File: config.mk
export PLATFORM = sky130hd
export DESIGN_NAME = fetch_unit
export DESIGN_NICKNAME = d
export VERILOG_FILES = /design/src/rtl/fetch_unit_pkg.sv /design/src/rtl/fetch_unit_ret_stack.sv /design/src/rtl/fetch_unit.sv
export SDC_FILE = /design/constraint.sdc
export NUM_CORES = 1
export LEC_CHECK = 0
export ABC_AREA = 1
export BUFFER_PORTS_ARGS = -buffer_cell sky130_fd_sc_hd__buf_2
export CORE_UTILIZATION = 42
export CTS_CLUSTER_SIZE = 12
export DETAILED_ROUTE_END_ITERATION = 10
export MAX_ROUTING_LAYER = met4
export PLACE_DENSITY = 0.69
export SETUP_SLACK_MARGIN = 0.05
export SLEW_MARGIN = 5
export SYNTH_ARGS = -nofsm -noshare
export SYNTH_HDL_FRONTEND = slang
export SYNTH_SLANG_ARGS = --single-unit
File: constraint.sdc
create_clock -name clk -period 7.5 [get_ports clk]
set_input_delay 0.375 -clock clk [delete_from_list [all_inputs] [get_ports clk]]
set_output_delay 0.375 -clock clk [all_outputs]
set_load 0.005 [all_outputs]
File: src/rtl/fetch_unit_pkg.sv
// Shared widths, reset constants and next-PC select encoding for the fetch stage.
package fetch_unit_pkg;

    localparam int ADDR_W  = 10;
    localparam int INSTR_W = 16;

    typedef logic [ADDR_W-1:0]  addr_t;
    typedef logic [INSTR_W-1:0] instr_t;

    localparam addr_t  RESET_VECTOR = 10'd0;
    localparam instr_t NOP_WORD     = 16'h0000;

    // Which source feeds the PC on the coming edge
    typedef enum logic [2:0] {
        SEL_HOLD,
        SEL_RET,
        SEL_RET_ERR,
        SEL_CALL,
        SEL_JUMP,
        SEL_SEQ
    } pc_sel_e;

    // Sequential successor; the 10-bit add wraps 1023 -> 0 naturally
    function automatic addr_t pc_inc(input addr_t pc);
        return pc + addr_t'(1);
    endfunction

endpackage

File: src/rtl/fetch_unit_ret_stack.sv
// Return-address LIFO. Overflowing pushes and underflowing pops are dropped;
// the caller decides whether that is an error.
module ret_stack
    import fetch_unit_pkg::*;
#(
    parameter int STACK_DEPTH = 8
) (
    input  logic  clk,
    input  logic  reset,
    input  logic  push,
    input  logic  pop,
    input  addr_t din,
    output addr_t dout,
    output logic  full,
    output logic  empty
);

    localparam int PTR_W = $clog2(STACK_DEPTH);

    // sp counts 0..STACK_DEPTH, so it needs one bit more than the entry index
    logic [PTR_W:0]   sp;
    logic [PTR_W-1:0] top_idx;
    addr_t            mem [STACK_DEPTH];

    assign full    = (sp == (PTR_W+1)'(STACK_DEPTH));
    assign empty   = (sp == '0);
    assign top_idx = PTR_W'(sp - (PTR_W+1)'(1));
    assign dout    = mem[top_idx];

    // Pointer moves only on accepted operations; push wins if both are asked
    always_ff @(posedge clk or negedge reset) begin
        if (!reset) begin
            sp <= '0;
        end else if (push && !full) begin
            sp <= sp + (PTR_W+1)'(1);
        end else if (pop && !empty) begin
            sp <= sp - (PTR_W+1)'(1);
        end
    end

    // Entry storage; contents are meaningless once sp is reset
    always_ff @(posedge clk) begin
        if (push && !full) begin
            mem[sp[PTR_W-1:0]] <= din;
        end
    end

endmodule

File: src/rtl/fetch_unit.sv
// Instruction fetch: PC register, next-PC priority mux, instruction register
// with bubble flag, and return-stack control for call/return.
module fetch_unit
    import fetch_unit_pkg::*;
#(
    parameter int STACK_DEPTH = 8
) (
    input  logic                clk,
    input  logic                reset,
    input  logic [INSTR_W-1:0]  Data,
    input  logic                stall,
    input  logic                s_jump,
    input  logic                s_call,
    input  logic                s_ret,
    input  logic [ADDR_W-1:0]   target,
    output logic [ADDR_W-1:0]   Address,
    output logic [INSTR_W-1:0]  Instr,
    output logic                Instr_valid,
    output logic                stack_err
);

    addr_t   pc;
    addr_t   next_pc;
    addr_t   stack_top;
    pc_sel_e sel;
    logic    stack_full;
    logic    stack_empty;
    logic    redirect;
    logic    err_set;

    assign Address = pc;

    // Priority decode: stall beats return beats call beats jump
    always_comb begin
        sel = SEL_SEQ;
        if (stall) begin
            sel = SEL_HOLD;
        end else if (s_ret) begin
            sel = stack_empty ? SEL_RET_ERR : SEL_RET;
        end else if (s_call) begin
            sel = SEL_CALL;
        end else if (s_jump) begin
            sel = SEL_JUMP;
        end
    end

    // Next-PC source; a failed return falls through to sequential fetch
    always_comb begin
        next_pc = pc_inc(pc);
        case (sel)
            SEL_HOLD:           next_pc = pc;
            SEL_RET:            next_pc = stack_top;
            SEL_CALL, SEL_JUMP: next_pc = target;
            default:            next_pc = pc_inc(pc);
        endcase
    end

    assign redirect = (sel == SEL_RET) || (sel == SEL_CALL) || (sel == SEL_JUMP);
    assign err_set  = (sel == SEL_RET_ERR) || ((sel == SEL_CALL) && stack_full);

    // The call instruction sits at pc-1, so pc is already the return address
    ret_stack #(
        .STACK_DEPTH (STACK_DEPTH)
    ) u_ret_stack (
        .clk   (clk),
        .reset (reset),
        .push  (sel == SEL_CALL),
        .pop   (sel == SEL_RET),
        .din   (pc),
        .dout  (stack_top),
        .full  (stack_full),
        .empty (stack_empty)
    );

    // Fetch state: the word at the old PC is always captured, but a redirect marks it a bubble
    always_ff @(posedge clk or negedge reset) begin
        if (!reset) begin
            pc          <= RESET_VECTOR;
            Instr       <= NOP_WORD;
            Instr_valid <= 1'b0;
            stack_err   <= 1'b0;
        end else if (sel != SEL_HOLD) begin
            pc          <= next_pc;
            Instr       <= Data;
            Instr_valid <= !redirect;
            if (err_set) begin
                stack_err <= 1'b1;
            end
        end
    end

endmodule

==> run summary, run 1 <==
The run finished with clean final reports. Timing would allow up to 0.334 GHz. The async set-or-reset flop fraction in the synthesized netlist is 28.6%. By area, the combinational part of the netlist is dominated by simple AND/OR/NAND/NOR gates.

The largest net degree at the start of global routing came out at 46. Total of buffers placed on input and output ports: 59. For this run, design rule violations remaining after detail routing come to 0.

The run gives 9.74 ps as the final setup skew. Following the worst setup path forward leads to its endpoint at Address[7]. After synthesis, the mean cell area works out to 9.40 µm².

For this design the static power due to leakage is 2.68 nW. Register-to-register setup slack: 4510 ps. The commonest cells after synthesis are nand2_1, edfxtp_1, nand3_1. The congestion estimate from routability-driven global placement came to 0.789. The finished layout holds 778 standard cells, fillers aside.

The summed instance area of the synthesized netlist was 5230 µm². The tools report the number of antenna cells inserted as 0. Relative to the synthesized area, the layout overhead comes to 12.7%. Length of the first detailed-routing pass in iterations: 5.

The logs give 27.4% for the relative slew slack and 0 for the total of hold buffers inserted after clock tree synthesis. For the pin with the worst max-slew slack, the measured transition is 1080 ps. The final routed wirelength across all metal layers was 12.1 mm; the amount of wire on met2 after detailed routing was 5.55 mm. The logs give 61.3% for the sequential fraction of the synthesis area and 5620 µm² for the post-place instance area. The detail route stage leaves a number of antenna-violating nets equal to 0.

The number of gates resized after CTS was 0. The violation count after the first detailed-route iteration is 232, and the cell depth of the worst flop-to-flop path is 10. The synthesized design contains 80 enable-type register cells. Across the run, the number of max-cap violations was 0. The category of the worst setup path launch point is a flip-flop.

The clock passes through at most 2 buffers. Slowest cell on the critical path: ha_1. Of all nets on the critical path, the largest fanout is 42. The worst setup path is captured at a flip-flop. Adding up every negative setup slack in the final design gives 0 ps. Across all layers, the routed design uses 3881 vias. The max-slew violation total from the final report came out at 0. The delay of the slowest cell on the worst path was 880 ps; the via count of the first global-routing pass was 3642. The top layer reached by signal wires was met4.

The remaining global-route overflow was 0; the die area was 12900 µm². In the finished design, the share of the clock period the worst path needs comes to 39.9%. The clock tree synthesis step divided the H-tree into 3 levels. In this run the count of I/O pins placed on the die edge is 60. Distinct cell type count after synthesis: 32. The detailed placement HPWL came out at 7.79 mm.

The synthesized netlist devotes 1.41% of its cell area to compound gates. The most common cell in the netlist was nand2_1. For the instance count after placement with tap cells included, the log shows 762. The post-CTS setup buffer count was 0; the number of nets in the layout was 640. During synthesis, Yosys emitted a total of 0 warnings.

The met3 wire length came out at 731 µm. The worst-skew pair later-pin latency was 350 ps. The most used flip-flop cell after synthesis is edfxtp_1. The top cell type by area accounts for 45.9% of the synthesized area. The post-detailed-route wirelength per cell was 15.5 µm; the number of clock buffers inserted by TritonCTS was 9. The area of the core is 12100 µm², and the final-report setup violation count is 0. Global routing used 20.2% of the available tracks across all layers.

The cell count after synthesis is 556. The design draws 2.17 mW. Traced cell by cell, the critical path runs through inv_2, ha_1, inv_2, nor2_1, nand2_1, nand3_2, nand3_1, nand3_1, nand2_1, inv_1. The synthesized-area fraction occupied by and/or/nand/nor cells was 27.9%. The startpoint identified for the worst register-to-register timing path is u_ret_stack.sp[0].

The logs give 20.7% for the clock power share and 0 for the hold violation total from the final report. The portion of synthesized area spent on multiplexers is 0%. In this run the vertical extent of the chip is 114 µm. Total power per unit cell area: 368 nW/µm².

The first global-routing pass estimated 19.2 mm of wire. In the final layout, the share of cells above drive strength 1 is 17.2%. The tools report the number of cell rows as 40.

In the routed layout, each cell is associated on average with a via count of 4.99. The post-layout instance area is 5890 µm², and the starting density of the core is 43.4%. The routed design could run at a clock period as short as 2990 ps. The worst setup path is of the reg2reg kind. The most critical setup path has its startpoint at u_ret_stack.sp[0]. In this run the critical register-to-register path is captured at Address[7].

The type of the worst min-delay path is in2async. Of the total power, combinational logic draws 36.6%. The initial antenna violation count was 0; the flip-flop and latch count after synthesis was 112.

Data on the critical path is required at its endpoint by 7800 ps. The internal portion of the total power is 1.27 mW. Summed over all nets, the switching power comes to 0.899 mW. The number of nets in the synthesized netlist is 591. The run gives 112 as the number of clock sinks seen by CTS. Data on the critical path arrives at its endpoint at 3290 ps. After synthesis, the cell types taking the most area are edfxtp_1, dfrtp_1, nand2_1. Of the total synthesized cell area, the portion taken by XOR and XNOR cells is 1.12%.

The arithmetic-cell share of the synthesized area counting full adders, half adders and majority gates is 0.718%, and the maximum resistive drop on vdd is 0.174 mV. Clock-pin slew was measured on the worst setup and hold paths at 80 ps. Setup repair after global routing left no endpoint under its margin.

The part of the total power dissipated in sequential elements was 42.6%. The total routed wire length on the met1 layer was 5.62 mm; the switching share of power was 41.5%. The die width works out to 114 µm.

CTS placed an instance of clkbuf_16 at the clock tree root. Of all cell types, the one taking the most synthesized area is edfxtp_1. TritonCTS built the clock tree.
-- how the worst min path moves through the flow --
stage / end / slack, ps
floorplan: Address[0] / 80
global placement: stack_err / 450
detailed placement: stack_err / 450
CTS: Instr[10] / 100
global route: Address[9] / 140
finish: Instr[10] / 70
-- routing by layer --
layer  vias to the layer above  track usage, %
met5                         -               -
met3                        17            2.92
met2                       149            30.3
met1                      1828            28.4
li1                       1887               -
met4                         0            6.75
-- power by group through the flow --
stage          sequential (mW)  combinational, mW  clock (mW)
2_1_floorplan            0.865              0.608           0
5_1_grt                  0.935              0.880       0.479
3_5_place_dp             0.936              0.787           0
3_3_place_gp             0.933              0.780           0
6_report                 0.923              0.793       0.449
4_1_cts                  0.922              0.791       0.456
-- placed cells by master (no fill, tap or decap), types with 2 or more instances in the layout --
master,instances
nand2_1,205
edfxtp_1,80
nand3_1,72
inv_1,62
buf_2,59
dfrtp_1,32
nor2_1,26
nand3_2,10
clkbuf_16,9
inv_2,6
a21oi_1,5
o211ai_1,4
nor2_2,3
nand4_1,3
xor2_1,3
or2_2,3
ha_1,3
or2_0,2
or2_1,2
inv_6,2
buf_4,2
-- flip-flops by register name, indices dropped and copies added, names as in the netlist --
name,cells
u_ret_stack.mem,80
Instr,16
Address,10
u_ret_stack.sp,4
Instr_valid,1
stack_err,1
-- worst max-delay path: cells and delay by family, from the launching register on --
family	cells	cell delay, ps
simple gates	6	700
buf+inv	3	940
flops	1	390
fa+ha+maj	1	880
-- final cells by class --
cell class              instances  area, µm²
fillers                      1128       6170
flip-flops and latches        112       3200
multi-input cells             352       1640
repair buffers                 61        310
inverters                      69        262
clock buffers                  10        229
well taps                     168        210
clock inverters                 6       42.5
-- logic make-up after synthesis --
logic type	Yosys count
AND/OR/NAND/NOR	332
XOR/XNOR	5
adder cells (fa/ha/maj)	3
AO/OA/AOI/OAI	12
buffers and inverters	92
flip-flops	112
-- stage by stage --
stage	util, %	setup slack, ps	hold WS [ps]
finish	48.8	4510	68.8
global route	48.8	4260	136
CTS	48.8	4450	97.9
detailed placement	46.6	4490	454
global placement	46.6	4560	454
floorplan	-	4990	79.4
No activity file was read; power rests on OpenSTA's default activity.
==> run 2: changes to the inputs <==
- clock period: 7.5 -> 2.8 ns (I/O delays scaled with it)
==> run summary, run 2 (synthesized netlist as in run 1, its figures left out) <==
The post-place instance area is 5700 µm². The detailed placement HPWL was 7.86 mm. The critical path goes through inv_1, ha_1, nand3_1, inv_2, nor2_4, nand2_1, nor2_1, buf_4. For this design, the slowest cell found on the critical path is dfrtp_1. Hold is met by 111 ps.

The worst path needs 2200 ps of the cycle, external delays included. The run gives 0 as the final-report setup violation count. Input and output buffers added on the ports amount to 59. Buffer depth of the longest clock path: 2. The starting density of the core was 43.4%. The die width came out at 114 µm. Initial antenna violation count: 0.

The cell family contributing the most delay on the critical path is simple AND/OR/NAND/NOR gates. For this run the aggregate overflow at the end of global routing stands at 0. For this design the static power due to leakage is 2.82 nW.

The worst setup path is captured at a flip-flop. In the global route stage, overall resource usage came out at 21.1%. The global-route wire length before repair is 20.0 mm, and the largest net degree at the start of global routing is 46. For the fraction of met3 tracks used by global routing, the log shows 3.45%. The global routing stage identified its most utilized layer as met2. The run gives 340 ps as the worst-skew pair later-pin latency.

Along the worst path, the maximum fanout reaches 6. For the number of cell rows, the log shows 40. 0 antenna diodes ended up in the layout.

The pin slew with the least headroom to its limit is 755 ps. The die is 114 µm tall. Most common cell after layout, fill and taps aside: nand2_1.

Counting the fill cells in the layout gives 1091. Post-CTS repair changed the size of 0 cells. The number of remaining DRC errors was 0.

The post-detailed-route wirelength per cell was 15.4 µm. The region available for standard cell placement spans 12100 µm². After routing the design area is 6160 µm². TritonCTS built the clock tree.

Global-route track usage on met2: 35.0%. Clock-pin slew was measured on the worst setup and hold paths at 70 ps. In the final design database the tool counted 668 nets. The worst setup path is launched from a flip-flop. The fraction of met1 tracks used by global routing came out at 26.4%.

The max-slew violation total from the final report came out at 0. Clock tree synthesis found a total of 112 sinks. Leaving out fill and tap cells, the most frequent cells in the layout are nand2_1, edfxtp_1, nand3_1, inv_1, buf_2. For this run, the top clock speed supported by timing is 0.454 GHz. In the final layout, the share of cells above drive strength 1 is 17.9%.

After the first detailed-routing iteration, the DRC count stood at 263. The count of nets left with antenna violations once routing finished came out at 0. The worst setup path category is reg2reg.

Data on the critical path is required at its endpoint by 2860 ps. The run gives 60 as the number of top-level design ports. The register with the most flip-flops in the layout has 80 of them.

The final setup skew is 6.56 ps, and the total power per unit cell area is 962 nW/µm². The final routed wirelength across all metal layers is 12.4 mm, and the global placer's final weighted congestion is 0.852. Relative to the synthesized area, the layout overhead comes to 17.8%. In this design, the stage delay of the slowest critical-path cell is 420 ps. In this run the worst hold path is classified as in2reg. Number of vias per cell after detailed routing: 5.02. In this run the number of H-tree levels came out at 3.

The worst-case IR drop observed on VDD is 0.586 mV. The share of the cycle needed by the critical path after routing was 78.7%. Clock tree synthesis inserted a total of 9 buffers.

The logs give 0 ps for the total negative setup slack and 5 for the length of the first detailed-routing pass in iterations. The logs give 4046 for the total number of vias and 0 for the reported max-cap violation count. The number of buffers and inverters on the critical path is 3.

Summing internal, switching and leakage power gives 5.93 mW. The flow ran to the end, and the final reports show no timing, DRC or antenna violations. The tools report the root buffer selected by CTS as clkbuf_16. Setup repair after global routing left no endpoint under its margin. Data arrives at the worst endpoint at 2270 ps. Hold violation total from the final report: 0. For the die area, the log shows 12900 µm². Headroom to the max-slew limit came out at 49.6%. The via count of the first global-routing pass was 4044.
run 2: changes by cell type in the layout (fill, tap and decap cells not counted), sizes merged:
cell         previous run  this run
buf                    61        72
bufinv                  0         1
clkinv                  3         2
clkinvlp                1         0
dlygate4sd3             0        17
inv                    71        72
run 2: timing repair:
item / CTS / global route
endpoints found under the setup margin: 0 / 0
endpoints found under the hold margin: 48 / 0
hold buffers: 17 / 0
setup buffers: 0 / 0
run 2: worst paths after layout:
path	start	to	slack, ps	depth (start not counted)
setup reg to reg	u_ret_stack.sp[1]	u_ret_stack.mem[5][8]	600	8
min in group asynchronous	reset	Instr[10]	410	2
hold / removal	target[6]	Address[6]	110	5
hold reg to reg	Instr_valid	Instr_valid	470	2
max in group asynchronous	reset	stack_err	1900	2
setup / recovery	u_ret_stack.sp[1]	u_ret_stack.mem[5][8]	600	8
run 2: area by class of cell:
cell class                 instances  area (µm²)  area share, %
clock inverter                     6        63.8           1.04
multi-input combinational        352        1630           26.5
tap                              168         210           3.41
sequential                       112        3200           52.0
inverter                          69         262           4.24
timing repair buffer              89         563           9.14
clock buffer                      10         229           3.72
run 2: where the power goes:
group	total, mW	switching (mW)	internal (mW)
combinational	2.19	1.44	0.751
sequential	2.45	0.356	2.09
clock	1.29	0.587	0.699
run 2: worst min-delay path, stage by stage:
cell and delay, ps:
buf_2 80, nand2_1 40, nand3_1 70, nand2_1 50, nand2_1 50
run 2: metal layers:
layer,wire (µm),vias up
met5,0,-
met4,124,0
met3,816,18
met2,6030,164
met1,5460,1930
li1,-,1934
run 2: stage by stage:
step	setup WS (ps)	util [%]	instances
6_report	595	51.1	806
5_1_grt	402	51.1	806
4_1_cts	630	51.1	806
3_5_place_dp	635	47.2	773
3_3_place_gp	707	47.2	773
2_1_floorplan	292	-	556
